## config.mk

```make
export PLATFORM = sky130hd
export DESIGN_NAME = pipe_stage_skid
export DESIGN_NICKNAME = d
export VERILOG_FILES = /design/src/rtl/pipe_stage_skid_pkg.sv /design/src/rtl/pipe_stage_skid_sat_counter.sv /design/src/rtl/pipe_stage_skid.sv
export SDC_FILE = /design/constraint.sdc
export NUM_CORES = 1
export LEC_CHECK = 0
export ABC_AREA = 1
export BUFFER_PORTS_ARGS = -buffer_cell sky130_fd_sc_hd__buf_2
export CAP_MARGIN = 25
export CORE_MARGIN = 2
export CORE_UTILIZATION = 25
export DETAILED_ROUTE_END_ITERATION = 8
export GPL_ROUTABILITY_DRIVEN = 0
export PLACE_DENSITY = 0.47
export SLEW_MARGIN = 20
export SYNTH_ARGS = -nofsm -noshare
export SYNTH_HDL_FRONTEND = slang
export SYNTH_SLANG_ARGS = --single-unit
```

## constraint.sdc

```tcl
create_clock -name clk -period 3.4 [get_ports clk]
set_input_delay 0.17 -clock clk [delete_from_list [all_inputs] [get_ports clk]]
set_output_delay 0.17 -clock clk [all_outputs]
set_load 0.005 [all_outputs]
```

## src/rtl/pipe_stage_skid_pkg.sv

```systemverilog
// Shared types for the handshaked pipeline-stage register.
// State encoding and performance-counter width.
package pipe_stage_pkg;

  typedef enum logic [1:0] {PS_EMPTY, PS_ONE, PS_FULL} ps_state_t;

  localparam int PERF_CNT_W = 32;

endpackage

```

## src/rtl/pipe_stage_skid_sat_counter.sv

```systemverilog
// Saturating up-counter with a per-cycle increment amount and synchronous clear.
// Sticks at all-ones instead of wrapping.
module sat_counter #(
  parameter int W     = 32,
  parameter int INC_W = 2
) (
  input  logic             clk,
  input  logic             clr,
  input  logic [INC_W-1:0] inc,
  output logic [W-1:0]     cnt
);

  logic [W:0] sum;

  assign sum = {1'b0, cnt} + {{(W + 1 - INC_W){1'b0}}, inc};

  always_ff @(posedge clk) begin
    if (clr) begin
      cnt <= '0;
    end else if (sum[W]) begin
      cnt <= '1;
    end else begin
      cnt <= sum[W-1:0];
    end
  end

endmodule

```

## src/rtl/pipe_stage_skid.sv

```systemverilog
// Handshaked pipeline-stage register with a 2-entry skid buffer; in_ready is registered.
// Optional stall/flush counters are built when PIPE_STAGE_PERF_EN is defined.
module pipe_stage_skid
  import pipe_stage_pkg::*;
#(
  parameter int                 CTRL_W     = 16,
  parameter int                 DATA_W     = 128,
  parameter logic [DATA_W-1:0]  RESET_DATA = '0
) (
  input  logic              clk,
  input  logic              reset,
  input  logic              flush,
  input  logic              in_valid,
  output logic              in_ready,
  input  logic [CTRL_W-1:0] in_ctrl,
  input  logic [DATA_W-1:0] in_data,
  output logic              out_valid,
  input  logic              out_ready,
  output logic [CTRL_W-1:0] out_ctrl,
  output logic [DATA_W-1:0] out_data,
  output logic [31:0]       perf_stall_cnt,
  output logic [31:0]       perf_flush_cnt
);

  logic              main_v, skid_v;
  logic [CTRL_W-1:0] main_ctrl, skid_ctrl;
  logic [DATA_W-1:0] main_data, skid_data;
  logic              in_fire, out_fire;
  ps_state_t         state;

  assign out_valid = main_v;
  assign out_ctrl  = main_ctrl;
  assign out_data  = main_data;
  assign in_ready  = !skid_v;
  assign in_fire   = in_valid & in_ready;
  assign out_fire  = out_valid & out_ready;

  always_comb begin
    state = PS_EMPTY;
    if (main_v) state = skid_v ? PS_FULL : PS_ONE;
  end

  // Storage update: reset beats flush; flush zeroes ctrl but leaves data untouched.
  always_ff @(posedge clk) begin
    if (reset) begin
      main_v    <= 1'b0;
      skid_v    <= 1'b0;
      main_ctrl <= '0;
      skid_ctrl <= '0;
      main_data <= RESET_DATA;
      skid_data <= RESET_DATA;
    end else if (flush) begin
      main_v    <= 1'b0;
      skid_v    <= 1'b0;
      main_ctrl <= '0;
      skid_ctrl <= '0;
    end else begin
      case (state)
        PS_EMPTY: begin
          if (in_fire) begin
            main_v    <= 1'b1;
            main_ctrl <= in_ctrl;
            main_data <= in_data;
          end
        end
        PS_ONE: begin
          if (in_fire && out_fire) begin
            main_ctrl <= in_ctrl;
            main_data <= in_data;
          end else if (in_fire) begin
            skid_v    <= 1'b1;
            skid_ctrl <= in_ctrl;
            skid_data <= in_data;
          end else if (out_fire) begin
            main_v <= 1'b0;
          end
        end
        PS_FULL: begin
          if (out_fire) begin
            main_ctrl <= skid_ctrl;
            main_data <= skid_data;
            skid_v    <= 1'b0;
          end
        end
        default: begin
          main_v <= 1'b0;
          skid_v <= 1'b0;
        end
      endcase
    end
  end

`ifdef PIPE_STAGE_PERF_EN
  logic [1:0] stall_inc, flush_inc;

  assign stall_inc = {1'b0, out_valid & ~out_ready};
  assign flush_inc = flush ? ({1'b0, main_v} + {1'b0, skid_v}) : 2'd0;

  sat_counter #(.W(PERF_CNT_W), .INC_W(2)) u_stall_cnt (
    .clk (clk),
    .clr (reset),
    .inc (stall_inc),
    .cnt (perf_stall_cnt)
  );

  sat_counter #(.W(PERF_CNT_W), .INC_W(2)) u_flush_cnt (
    .clk (clk),
    .clr (reset),
    .inc (flush_inc),
    .cnt (perf_flush_cnt)
  );
`else
  assign perf_stall_cnt = 32'h0;
  assign perf_flush_cnt = 32'h0;
`endif

endmodule

```

# Yosys cells after proc, flatten, opt, wreduce, memory -nomap -nowiden

Cells that the tools add are included.
Widths: inputs -> output; s select.

Latch bits: 0
Register bits: 290
Memories kept: 0
Memory bits (writable): 0
ROM bits: 0
Output and inout port bits: 210

Bitwise operators: 6
Magnitude comparators: 0
Add/sub/neg operators: 0
Shifts and indexed selects: 0
Divide/modulo/power cells: 0
Reductions and logical operators: 11
Equality and inequality tests: 9
Multipliers: 0
Mux-type cells: 17

Operators with widths:

| operator           | number |
|---|---|
| $mux 128           | 3 |
| $pmux 128 s3       | 1 |
| $mux 16            | 3 |
| $pmux 16 s3        | 1 |
| $ne 2x2->1 const B | 7 |
| $reduce_and 4->1   | 3 |
| $reduce_and 5->1   | 2 |
| $pmux 1 s3         | 2 |
| $mux 1             | 5 |
| $mux 2             | 2 |
| $not 1->1          | 4 |
| $reduce_and 3->1   | 1 |
| $reduce_bool 3->1  | 1 |
| $and 1x1->1        | 2 |
| $eq 2x1->1 const B | 1 |
| $eq 2x2->1 const B | 1 |
| $logic_not 2->1    | 1 |
| $reduce_or 2->1    | 1 |
| $logic_and 1x1->1  | 1 |
| $logic_not 1->1    | 1 |

# Depth between registers and ports, before layout

Gate-level depths: netlist of run 1.

Depth in word-level cells: 5
Depth in mapped cells: 10
Depth with buffers taken out: 7

# Least setup slack after synthesis of run 1

Ideal clock, no wire load.

Path type: register -> register
Start point: register main_v, in the netlist out_valid
End point: register skid_data[107]
Period minus slack after synthesis: 1353 ps
Setup time: 132 ps
Stages on the path, launching flop included: 9
Slack: 2047 ps
Arrival time: 1221 ps
Cell sequence: dfxtp_1 -> buf_2 -> nand2_2 -> nor2_4 -> nand2_1 -> buf_2 -> buf_2 -> nand2_1 -> a21oi_1

Longest elaborated chain between the ends: 4
Elaborated cells on any way between the ends: 6

RTL lines:

| what                                                           | RTL line              | text |
|---|---|---|
| from (decl)                                                    | pipe_stage_skid.sv:25 | `logic main_v, skid_v;` |
| from (signal assigned)                                         | pipe_stage_skid.sv:46 | `main_v <= 1'b0;` |
| from (signal assigned)                                         | pipe_stage_skid.sv:53 | `main_v <= 1'b0;` |
| from (signal assigned)                                         | pipe_stage_skid.sv:61 | `main_v <= 1'b1;` |
| parallel branches: the longest is 3 deep, another holds $mux 2 | -                     |  |
| $reduce_and 4->1 (no line) *                                   | -                     |  |
| to (signal assigned)                                           | pipe_stage_skid.sv:73 | `skid_data <= in_data;` |
| to (decl)                                                      | pipe_stage_skid.sv:27 | `logic [DATA_W-1:0] main_data, skid_data;` |

Every way passes the cells marked *.
A chain may end at the register's enable or synchronous reset.

# Final worst setup path of run 1

Start point: register main_v, in the netlist out_valid
End point: register main_ctrl[6], in the netlist out_ctrl[6]

Longest elaborated chain between the ends: 4
Elaborated cells on any way between the ends: 12

RTL lines:

| what                                                      | RTL line                                     | text |
|---|---|---|
| $mux 2 or $and 1x1->1 (tied branches)                     | pipe_stage_skid.sv:40, pipe_stage_skid.sv:36 |  |
| $eq 2x1->1, or another cell as far along                  | pipe_stage_skid.sv:58                        | `case (state)` |
| $ne 2x2->1 (no line) or $reduce_bool 3->1 (tied branches) | -                                            |  |
| $reduce_and 4->1 (no line)                                | -                                            |  |
| to (signal assigned)                                      | pipe_stage_skid.sv:62                        | `main_ctrl <= in_ctrl;` |
| to (signal assigned)                                      | pipe_stage_skid.sv:68                        | `main_ctrl <= in_ctrl;` |
| to (signal assigned)                                      | pipe_stage_skid.sv:80                        | `main_ctrl <= skid_ctrl;` |
| to (decl)                                                 | pipe_stage_skid.sv:26                        | `logic [CTRL_W-1:0] main_ctrl, skid_ctrl;` |

Parallel ways exist; a longest one is shown, timed or not.

==> results of run 1 <==
[sequential cells by signal, indices dropped and copies added, names as in the netlist]
name / flops
out_data: 128
skid_data: 128
out_ctrl: 16
skid_ctrl: 16
out_valid: 1
skid_v: 1
[final cells by class]
cell class	instances	area, µm²
Clock inverter	9	174
Multi-Input combinational cell	1498	6230
Fill cell	5847	35700
Antenna cell	4	10.0
Clock buffer	57	1150
Inverter	139	527
Sequential cell	290	5810
Timing Repair Buffer	453	3090
Tap cell	696	871
[power groups by stage]
stage,Clock [mW],Combinational (mW),Sequential [mW]
6_report,4.28,0.970,3.62
5_1_grt,4.56,1.10,3.63
4_1_cts,4.44,0.979,3.62
3_5_place_dp,0,0.839,3.69
3_3_place_gp,0,0.836,3.69
2_1_floorplan,0,0.524,3.68
[repair_timing]
| item | CTS | global route |
|---|---|---|
| hold endpoints to repair | 286 | 0 |
| hold buffers | 145 | 0 |
| setup buffers | 0 | 0 |
[cells by family (layout without fill, tap and decap cells)]
family	count (synthesis)	after routing	share of synthesized area (%)
other cells	1	68	0.0277
compound gates	170	170	6.32
simple gates	1264	1264	37.8
buf+inv	357	658	12.9
flops	290	290	42.9
[path summary, 6_finish.rpt]
kind / end / slack, ns / cells after the start / from
max: out_ctrl[6]$_SDFFE_PP0P_ / 0.87 / 6 / out_valid$_SDFFE_PP0P_
min: out_valid$_SDFFE_PP0P_ / 0.06 / 5 / in_valid
max reg2reg: out_ctrl[6]$_SDFFE_PP0P_ / 0.87 / 6 / out_valid$_SDFFE_PP0P_
min reg2reg: skid_ctrl[8]$_SDFFE_PP0P_ / 0.45 / 2 / skid_ctrl[8]$_SDFFE_PP0P_
[cells in the mapped netlist (3+ instances only)]
cell type	n	share of area [%]
o21ai_0	27	1.0
dfxtp_1	290	43
buf_6	8	0.67
nand2_2	3	0.14
inv_1	138	3.8
buf_1	3	0.083
buf_2	76	2.8
clkbuf_1	64	1.8
nor2_1	297	8.2
nand3_1	269	10
a21oi_1	142	5.3
buf_4	67	3.7
nand2_1	692	19
[routing by layer]
metal	wire length [µm]	GRT usage (%)	vias up
li1	-	-	6995
met1	20900	20.1	6263
met2	21400	27.0	328
met3	2180	2.95	79
met4	1140	5.54	8
met5	50	0	-
[through the flow]
stage | std cells | setup slack (ns) | power [mW]
after floorplan | 2145 | 2.05 | 4.20
after global placement | 2931 | 0.923 | 4.52
after detailed placement | 2931 | 0.901 | 4.53
after CTS | 3142 | 0.883 | 9.03
after global routing | 3146 | 0.636 | 9.29
final | 3146 | 0.868 | 8.87
[tightest hold or removal path, stage by stage]
cell     delay (ns)
buf_2          0.12
nand2_4        0.07
nand2_2        0.09
o21ai_0        0.09
inv_1          0.05
==> flow_summary.json, run 1 <==
{
  "synth_edf_count": 0,
  "leakage_nw": 8.64,
  "post_cts_resized": 0,
  "cts_buffers": 38,
  "clock-root-buffer": "clkbuf_16",
  "wl_per_cell_um": 14.5,
  "setup_tns_ns": 0,
  "swShare_pct": 25.2,
  "tritoncts": "built",
  "finalWirelength_um": 45700,
  "worstSkewPairLatency_ns": 0.55,
  "cts.clk_slew.worst_paths_ns": 0.06,
  "fin_util_pct": 33.3,
  "area_growth_pct": 32.1,
  "fp.dieH_um": 237,
  "clockBufferDepth": 3,
  "worst-path-max-fanout": 84,
  "worst_pin_slew_ns": 1.02,
  "switchingPower_mw": 2.23,
  "ys_async_sr_fraction_pct": 0,
  "track_usage_pct": 15.9,
  "clock-sinks": 290,
  "crit_path_end_kind": "flip-flop",
  "ir_worst_vdd_mv": 0.262,
  "whs_ns": 0.0591,
  "rows": 85,
  "synth_seq_cells": 290,
  "hp-class": "in2reg",
  "seqPwrFrac_pct": 40.8,
  "start_kind": "flip-flop",
  "dieArea_mm2": 0.0560,
  "path_cells": "nand2_8 > buf_4 > nand2_1 > nand2_1 > o21ai_0 > nor2_1",
  "final_cell_mix": "691 x nand2_1, 297 x nor2_1, 293 x buf_2, 288 x dfxtp_1, 269 x nand3_1",
  "synth_cell_type_count": 19,
  "fin_crit_sh_pct": 74.5,
  "remaining_drc_errors": 0,
  "nets": 2569,
  "p_clk_share_pct": 48.3,
  "start_util_pct": 25.2,
  "pin_count": 359,
  "drt-pass1-iter-count": 7,
  "p_comb_share_pct": 10.9,
  "required_ns": 3.84,
  "ctsHtreeMaxLevel": 2,
  "ant_nets": 0,
  "ys_seq_area_share_pct": 42.9,
  "grt-ovfl-total": 0,
  "crit_top_cell": "nand2_1",
  "setup_viol": 0,
  "cap_violations": 0,
  "syn-cell-area_mm2": 0.0135,
  "synth_cells": 2082,
  "grt_pass1_wl_um": 71900,
  "vias_per_cell": 4.35,
  "mostFrequentLayoutCell": "nand2_1",
  "drive_gt1_share_pct": 15.4,
  "worst_path_max_delay_cell": "dfxtp_4",
  "antenna_found_initial": 8,
  "p_per_area_mw_per_mm2": 496,
  "portBuffers": 294,
  "skew_ns": 0.0152,
  "post-dp-hpwl_um": 26100,
  "slew_violations": 0,
  "min_period_ns": 2.53,
  "core_area_mm2": 0.0536,
  "syn_area_per_cell_um2": 6.49,
  "synth_warnings": 0,
  "slew_headroom_pct": 32.3,
  "grt_max_degree": 142,
  "cp_top_family": "flip-flops",
  "synthFlopType": "dfxtp_1",
  "crit_arrival_ns": 2.97,
  "design_area_mm2": 0.0179,
  "path_class": "reg2reg",
  "cpPeakStageDelay_ns": 0.75,
  "dpl_cell_area_mm2": 0.0151,
  "timing.fmax_mhz": 395,
  "die_x_um": 237,
  "hold_viol_final": 0,
  "vias": 13700,
  "status": "finished clean",
  "grt_pass1_vias": 13000,
  "intPower_mw": 6.64,
  "rsz0062_at_grt": "no",
  "drt_iter0_drc": 829,
  "cp_num_buf_inv": 1
}
Power figures use the tool's default switching activity.
==> inputs of run 2 (changes only) <==
--- a/config.mk
+++ b/config.mk
@@ -5,14 +5,14 @@
 export SDC_FILE = /design/constraint.sdc
 export NUM_CORES = 1
 export LEC_CHECK = 0
-export ABC_AREA = 1
+export ABC_AREA = 0
 export BUFFER_PORTS_ARGS = -buffer_cell sky130_fd_sc_hd__buf_2
 export CAP_MARGIN = 25
 export CORE_MARGIN = 2
 export CORE_UTILIZATION = 25
 export DETAILED_ROUTE_END_ITERATION = 8
 export GPL_ROUTABILITY_DRIVEN = 0
-export PLACE_DENSITY = 0.47
+export PLACE_DENSITY = 0.49
 export SLEW_MARGIN = 20
 export SYNTH_ARGS = -nofsm -noshare
 export SYNTH_HDL_FRONTEND = slang
==> constraint.sdc (replaced) <==
create_clock -name clk -period 2.15 [get_ports clk]
set_input_delay 0.1075 -clock clk [delete_from_list [all_inputs] [get_ports clk]]
set_output_delay 0.1075 -clock clk [all_outputs]
set_load 0.005 [all_outputs]
==> run 2 against run 1 <==
  * Non-clock buffer count increased by 19
  * Global-route usage is 1.5 points lower
  * Design area shrank 4.6%
  * Critical path type unchanged
==> flow_summary.json, run 2 <==
{
  "status": "finished clean",
  "whs_ns": 0.107,
  "p_per_area_mw_per_mm2": 757,
  "grt_pass1_vias": 10600,
  "p_clk_share_pct": 46.7,
  "tritoncts": "built",
  "synth_top_family_by_area": "compound AO/OA/AOI/OAI gates",
  "start_util_pct": 25.3,
  "synth_seq_cells": 290,
  "rsz0062_at_grt": "no",
  "slew_headroom_pct": 53.3,
  "worst-path-max-fanout": 74,
  "clock-root-buffer": "clkbuf_16",
  "finalWirelength_um": 39100,
  "path_class": "reg2reg",
  "crit_arrival_ns": 2.30,
  "core_area_mm2": 0.0500,
  "ir_worst_vdd_mv": 0.509,
  "ys_seq_area_share_pct": 46.0,
  "synthFlopType": "dfxtp_1",
  "fin_crit_sh_pct": 89.0,
  "antenna_found_initial": 0,
  "yosys.area.top_type": "dfxtp_1",
  "portBuffers": 294,
  "vias": 10600,
  "grt-ovfl-total": 0,
  "area_growth_pct": 35.0,
  "synth_compound_area_share_pct": 25.6,
  "drive_gt1_share_pct": 29.4,
  "mostFrequentLayoutCell": "buf_2",
  "required_ns": 2.54,
  "ys_top_cells_by_area": "dfxtp_1 46%, mux2i_1 11%, o2bb2ai_2 11%",
  "skew_ns": 0.0210,
  "final_cell_mix": "292 x buf_2, 290 x dfxtp_1, 146 x a21oi_1, 146 x dlygate4sd3_1, 144 x mux2i_1",
  "holdCritStartpoint": "reset",
  "synth_warnings": 0,
  "track_usage_pct": 14.4,
  "synthXorXnorAreaFrac_pct": 0,
  "hp-class": "in2reg",
  "regToRegStartpoint": "skid_v$_SDFFE_PP0P_",
  "syn-cell-area_mm2": 0.0126,
  "synth_top_area_share_pct": 46.0,
  "fp.dieH_um": 229,
  "post-dp-hpwl_um": 23100,
  "setup_tns_ns": 0,
  "grt_pass1_wl_um": 60700,
  "r2r_setup_slack_ns": 0.24,
  "drt-pass1-iter-count": 4,
  "synth_mux_area_share_pct": 11.5,
  "synth_fa_ha_area_share_pct": 0,
  "setup_viol": 0,
  "r2r_cells": 4,
  "dieArea_mm2": 0.0523,
  "leakage_nw": 7.59,
  "synth_cells": 1217,
  "remaining_drc_errors": 0,
  "hold_viol_final": 0,
  "cts_hold_buf": 146,
  "grt_max_degree": 129,
  "drt_iter0_drc": 455,
  "switchingPower_mw": 3.15,
  "ant_nets": 0,
  "seqPwrFrac_pct": 43.6,
  "intPower_mw": 9.75,
  "n_antenna_cell": 0,
  "cap_violations": 0,
  "clockBufferDepth": 3,
  "endpoint": "out_data[86]$_SDFFE_PP0P_",
  "synth.most_common_cell": "dfxtp_1",
  "pin_count": 359,
  "p_comb_share_pct": 9.7,
  "cts.clk_slew.worst_paths_ns": 0.06,
  "swShare_pct": 24.4,
  "r2r-end": "out_data[86]$_SDFFE_PP0P_",
  "post_cts_buffers": 0,
  "cts_buffers": 36,
  "die_x_um": 229,
  "min_period_ns": 1.91,
  "cp-startpoint": "skid_v$_SDFFE_PP0P_",
  "vias_per_cell": 4.62,
  "synth-simple-area-share_pct": 6.51,
  "synth_common_cells": "290 x dfxtp_1, 146 x a21oi_1, 144 x mux2i_1, 128 x nand3_1, 128 x o21ai_0",
  "ctsHtreeMaxLevel": 2,
  "synth_edf_count": 0,
  "crit_path_end_kind": "flip-flop",
  "worstSkewPairLatency_ns": 0.54,
  "ys_async_sr_fraction_pct": 0,
  "syn_area_per_cell_um2": 10.4,
  "worst_pin_slew_ns": 0.701,
  "timing.fmax_mhz": 522,
  "rows": 82,
  "post_cts_resized": 0,
  "synth_cell_type_count": 27,
  "clock-sinks": 290,
  "slew_violations": 0,
  "wl_per_cell_um": 17.0,
  "start_kind": "flip-flop",
  "nets": 1751
}
run 2: changes by cell type in the layout (fill, tap and decap cells not counted), moves of 15 or more:
cell	delta
buf_12	+15
nand3_1	-141
inv_1	-134
nand2_1	-657
o2bb2ai_2	+90
nor2_1	-296
o2bb2ai_1	+54
mux2i_1	+144
o21ai_0	+101
run 2: cell type report:
type | instances | area [µm²]
Sequential cell | 290 | 5810
Clock inverter | 9 | 88.8
Inverter | 3 | 13.8
Fill cell | 5140 | 32900
Tap cell | 672 | 841
Timing Repair Buffer | 472 | 3430
Multi-Input combinational cell | 799 | 5780
Clock buffer | 54 | 1090
run 2: per-stage QoR:
step                setup WS (ns)  cell area (µm²)  utilization (%)  instances  power [mW]
floorplan                   0.721            12900                -       1280        6.40
finish                      0.236            17100             34.1       2299        12.9
global placement            0.317            14400             28.8       2090        6.78
CTS                         0.254            17100             34.1       2299        13.2
detailed placement          0.265            14400             28.8       2090        6.79
global route                0.145            17100             34.1       2299        13.5
run 2: layer usage:
| layer | up-vias | GRT usage [%] | wire length (µm) |
|---|---|---|---|
| met2 | 278 | 23.6 | 18300 |
| li1 | 5089 | - | - |
| met3 | 70 | 3.66 | 2230 |
| met1 | 5178 | 18.2 | 17400 |
| met4 | 0 | 5.45 | 1170 |
| met5 | - | 0 | 0 |
run 2: worst min-delay path by stage:
| stage | depth (start not counted) | endpoint |
|---|---|---|
| global placement | 3 | skid_ctrl[4]$_SDFFE_PP0P_ |
| global route | 4 | out_data[34]$_SDFFE_PP0P_ |
| CTS | 4 | out_data[36]$_SDFFE_PP0P_ |
| finish | 4 | out_data[36]$_SDFFE_PP0P_ |
| floorplan | 2 | skid_ctrl[0]$_SDFFE_PP0P_ |
| detailed placement | 3 | skid_ctrl[13]$_SDFFE_PP0P_ |
run 2: critical path, stage by stage, from the launching register on:
cell	delay (ns)
dfxtp_1	0.55
mux2_4	0.37
nand3b_1	0.21
buf_12	0.34
o2bb2ai_2	0.12
run 2: kinds of logic (layout without fill, tap and decap cells):
| group | count (synthesis) | after routing |
|---|---|---|
| AND/OR/NAND/NOR | 169 | 169 |
| AO/OA/AOI/OAI | 421 | 421 |
| other | 1 | 64 |
| buffers and inverters | 191 | 538 |
| flip-flops | 290 | 290 |
| multiplexers | 145 | 145 |
run 2: power groups by stage:
stage	clock [mW]	sequential, mW	combinational (mW)
3_5_place_dp	0	5.74	1.05
2_1_floorplan	0	5.74	0.663
4_1_cts	6.28	5.63	1.26
5_1_grt	6.47	5.64	1.35
6_report	6.03	5.63	1.25
3_3_place_gp	0	5.74	1.04
==> inputs of run 3 (changes only) <==
--- a/config.mk
+++ b/config.mk
@@ -5,15 +5,16 @@
 export SDC_FILE = /design/constraint.sdc
 export NUM_CORES = 1
 export LEC_CHECK = 0
-export ABC_AREA = 0
+export ABC_AREA = 1
 export BUFFER_PORTS_ARGS = -buffer_cell sky130_fd_sc_hd__buf_2
 export CAP_MARGIN = 25
 export CORE_MARGIN = 2
 export CORE_UTILIZATION = 25
 export DETAILED_ROUTE_END_ITERATION = 8
 export GPL_ROUTABILITY_DRIVEN = 0
-export PLACE_DENSITY = 0.49
+export PLACE_DENSITY = 0.48
 export SLEW_MARGIN = 20
 export SYNTH_ARGS = -nofsm -noshare
 export SYNTH_HDL_FRONTEND = slang
+export SYNTH_HIERARCHICAL = 1
 export SYNTH_SLANG_ARGS = --single-unit
==> run 3 against run 2 <==
  * Design area is 5.7% higher
  * First-iteration DRC count rose by 50%
  * Non-clock buffer count is 8 lower
  * Critical endpoint is now out_valid
==> flow_summary.json, run 3 <==
{
  "place_inst": 2941,
  "fin_crit_sh_pct": 87.6,
  "leakage_nw": 8.72,
  "hp-class": "in2reg",
  "core_area_mm2": 0.0536,
  "ant_nets": 0,
  "cp_num_buf_inv": 2,
  "area_growth_pct": 33.3,
  "r2r_cells": 7,
  "synth_cell_type_count": 19,
  "post-dp-hpwl_um": 26900,
  "grt-ovfl-total": 0,
  "dieArea_mm2": 0.0560,
  "setup_tns_ns": 0,
  "wl_per_cell_um": 14.2,
  "hold_viol_final": 0,
  "final_cell_mix": "691 x nand2_1, 297 x nor2_1, 293 x buf_2, 288 x dfxtp_1, 269 x nand3_1",
  "fp.dieH_um": 237,
  "hold_depth": 5,
  "start_util_pct": 25.2,
  "cts.clk_slew.worst_paths_ns": 0.06,
  "r2r-end": "skid_data[89]$_SDFFE_PP0P_",
  "die_x_um": 237,
  "drt-pass1-iter-count": 5,
  "cp_top_family": "buffers and inverters",
  "endpoint": "out_valid",
  "nets": 2580,
  "slew_headroom_pct": 36.3,
  "worst-path-max-fanout": 63,
  "start_kind": "flip-flop",
  "finalWirelength_um": 44900,
  "p_per_area_mw_per_mm2": 776,
  "cpPeakStageDelay_ns": 0.51,
  "regToRegStartpoint": "skid_v$_SDFFE_PP0P_",
  "clockBufferDepth": 3,
  "synth_top_area_share_pct": 42.9,
  "rsz0062_at_grt": "no",
  "rows": 85,
  "vias_per_cell": 4.34,
  "synth_warnings": 6,
  "drive_gt1_share_pct": 15.9,
  "ctsHtreeMaxLevel": 2,
  "skew_ns": 0.0123,
  "crit_path_end_kind": "output pin",
  "antenna_found_initial": 3,
  "worstSkewPairLatency_ns": 0.55,
  "synth_edf_count": 0,
  "post_cts_buffers": 0,
  "path_cells": "buf_6 > buf_2",
  "yosys.area.top_type": "dfxtp_1",
  "ir_worst_vdd_mv": 0.558,
  "power_mw": 14.0,
  "cts_buffers": 38,
  "setup_viol": 0,
  "path_depth": 2,
  "status": "finished clean",
  "timing.fmax_mhz": 531,
  "worst_pin_slew_ns": 0.955,
  "cp-startpoint": "out_valid$_SDFFE_PP0P_",
  "r2r_setup_slack_ns": 0.29,
  "crit_arrival_ns": 1.78,
  "grt_pass1_wl_um": 71900,
  "whs_ns": 0.0559,
  "worst_path_max_delay_cell": "dfxtp_4",
  "tritoncts": "built",
  "syn-cell-area_mm2": 0.0135,
  "synthFlopType": "dfxtp_1",
  "ys_seq_area_share_pct": 42.9,
  "clock-root-buffer": "clkbuf_16",
  "path_class": "reg2out",
  "clock-sinks": 290,
  "synth_cells": 2082,
  "ys_async_sr_fraction_pct": 0,
  "synth_seq_cells": 290,
  "drt_iter0_drc": 683,
  "grt_max_degree": 129,
  "synth.most_common_cell": "nand2_1",
  "pin_count": 359,
  "syn_area_per_cell_um2": 6.49,
  "track_usage_pct": 15.8,
  "slew_violations": 0,
  "cap_violations": 0,
  "required_ns": 2.04,
  "stdcell_count": 3158,
  "remaining_drc_errors": 0,
  "synth_common_cells": "692 x nand2_1, 297 x nor2_1, 290 x dfxtp_1, 269 x nand3_1, 142 x a21oi_1",
  "portBuffers": 294,
  "ys_top_cells_by_area": "dfxtp_1 43%, nand2_1 19%, nand3_1 10%",
  "min_period_ns": 1.88,
  "holdCritStartpoint": "flush",
  "vias": 13700,
  "mostFrequentLayoutCell": "nand2_1",
  "grt_pass1_vias": 13300
}
==> run 3: how the worst min path moves through the flow <==
stage	to	slack, ns
after floorplan	skid_ctrl[1]$_SDFFE_PP0P_	0.25
after global placement	skid_ctrl[1]$_SDFFE_PP0P_	0.38
after detailed placement	skid_ctrl[1]$_SDFFE_PP0P_	0.39
after CTS	out_ctrl[1]$_SDFFE_PP0P_	0.02
after global routing	out_ctrl[5]$_SDFFE_PP0P_	0.05
final	out_ctrl[9]$_SDFFE_PP0P_	0.06
==> run 3: where the power goes <==
part           total, mW  internal [mW]  switching, mW  leakage (nW)
registers           5.70           5.58          0.115          2.37
clock network       6.73           4.21           2.52         0.654
logic               1.56          0.659          0.898          5.70
total               14.0           10.5           3.53          8.72
==> run 3: kinds of logic (layout without fill, tap and decap cells) <==
group	after synthesis	in the layout	synth area share [%]
and+or+nand+nor	1264	1264	37.8
buffers and inverters	357	672	12.9
DFF	290	290	42.9
AOI/OAI and AO/OA	170	170	6.32
other	1	66	0.0277
==> run 3: timing repair <==
item                                   CTS  global route
hold buffers                           146             0
gates resized for setup                  0             1
endpoints found under the hold margin  290             0
setup endpoints to repair                0             1
==> run 3: layout make-up <==
type / instances / area [µm²]
multi-input combinational: 1498 / 6230
sequential: 290 / 5810
inverter: 139 / 527
clock inverter: 8 / 121
antenna: 2 / 5.00
fill: 5797 / 35600
clock buffer: 61 / 1210
tap: 696 / 871
timing repair buffer: 464 / 3240
==> run 3: worst reg2reg max path: stages (launching register included) <==
cell	delay, ns
dfxtp_4	0.45
inv_2	0.07
nand2_4	0.09
nor2_4	0.06
nand2_4	0.05
buf_4	0.72
nand2_1	0.20
a21oi_1	0.16
==> run 3: stage by stage <==
step / cell area, µm² / util (%) / worst slack (ns)
6_report: 18000 / 33.6 / 0.266
5_1_grt: 18000 / 33.6 / 0.108
4_1_cts: 18000 / 33.6 / 0.0298
3_5_place_dp: 15200 / 28.4 / 0.280
3_3_place_gp: 15200 / 28.4 / 0.298
2_1_floorplan: 13800 / - / 0.797
==> run 3: routing by layer <==
metal  track usage (%)  up-vias  wire (µm)
met1              19.3     6261      19900
met5                 0        -         15
met3              3.91       63       2750
li1                  -     7018          -
met4              4.64        2       1070
met2              27.3      352      21100
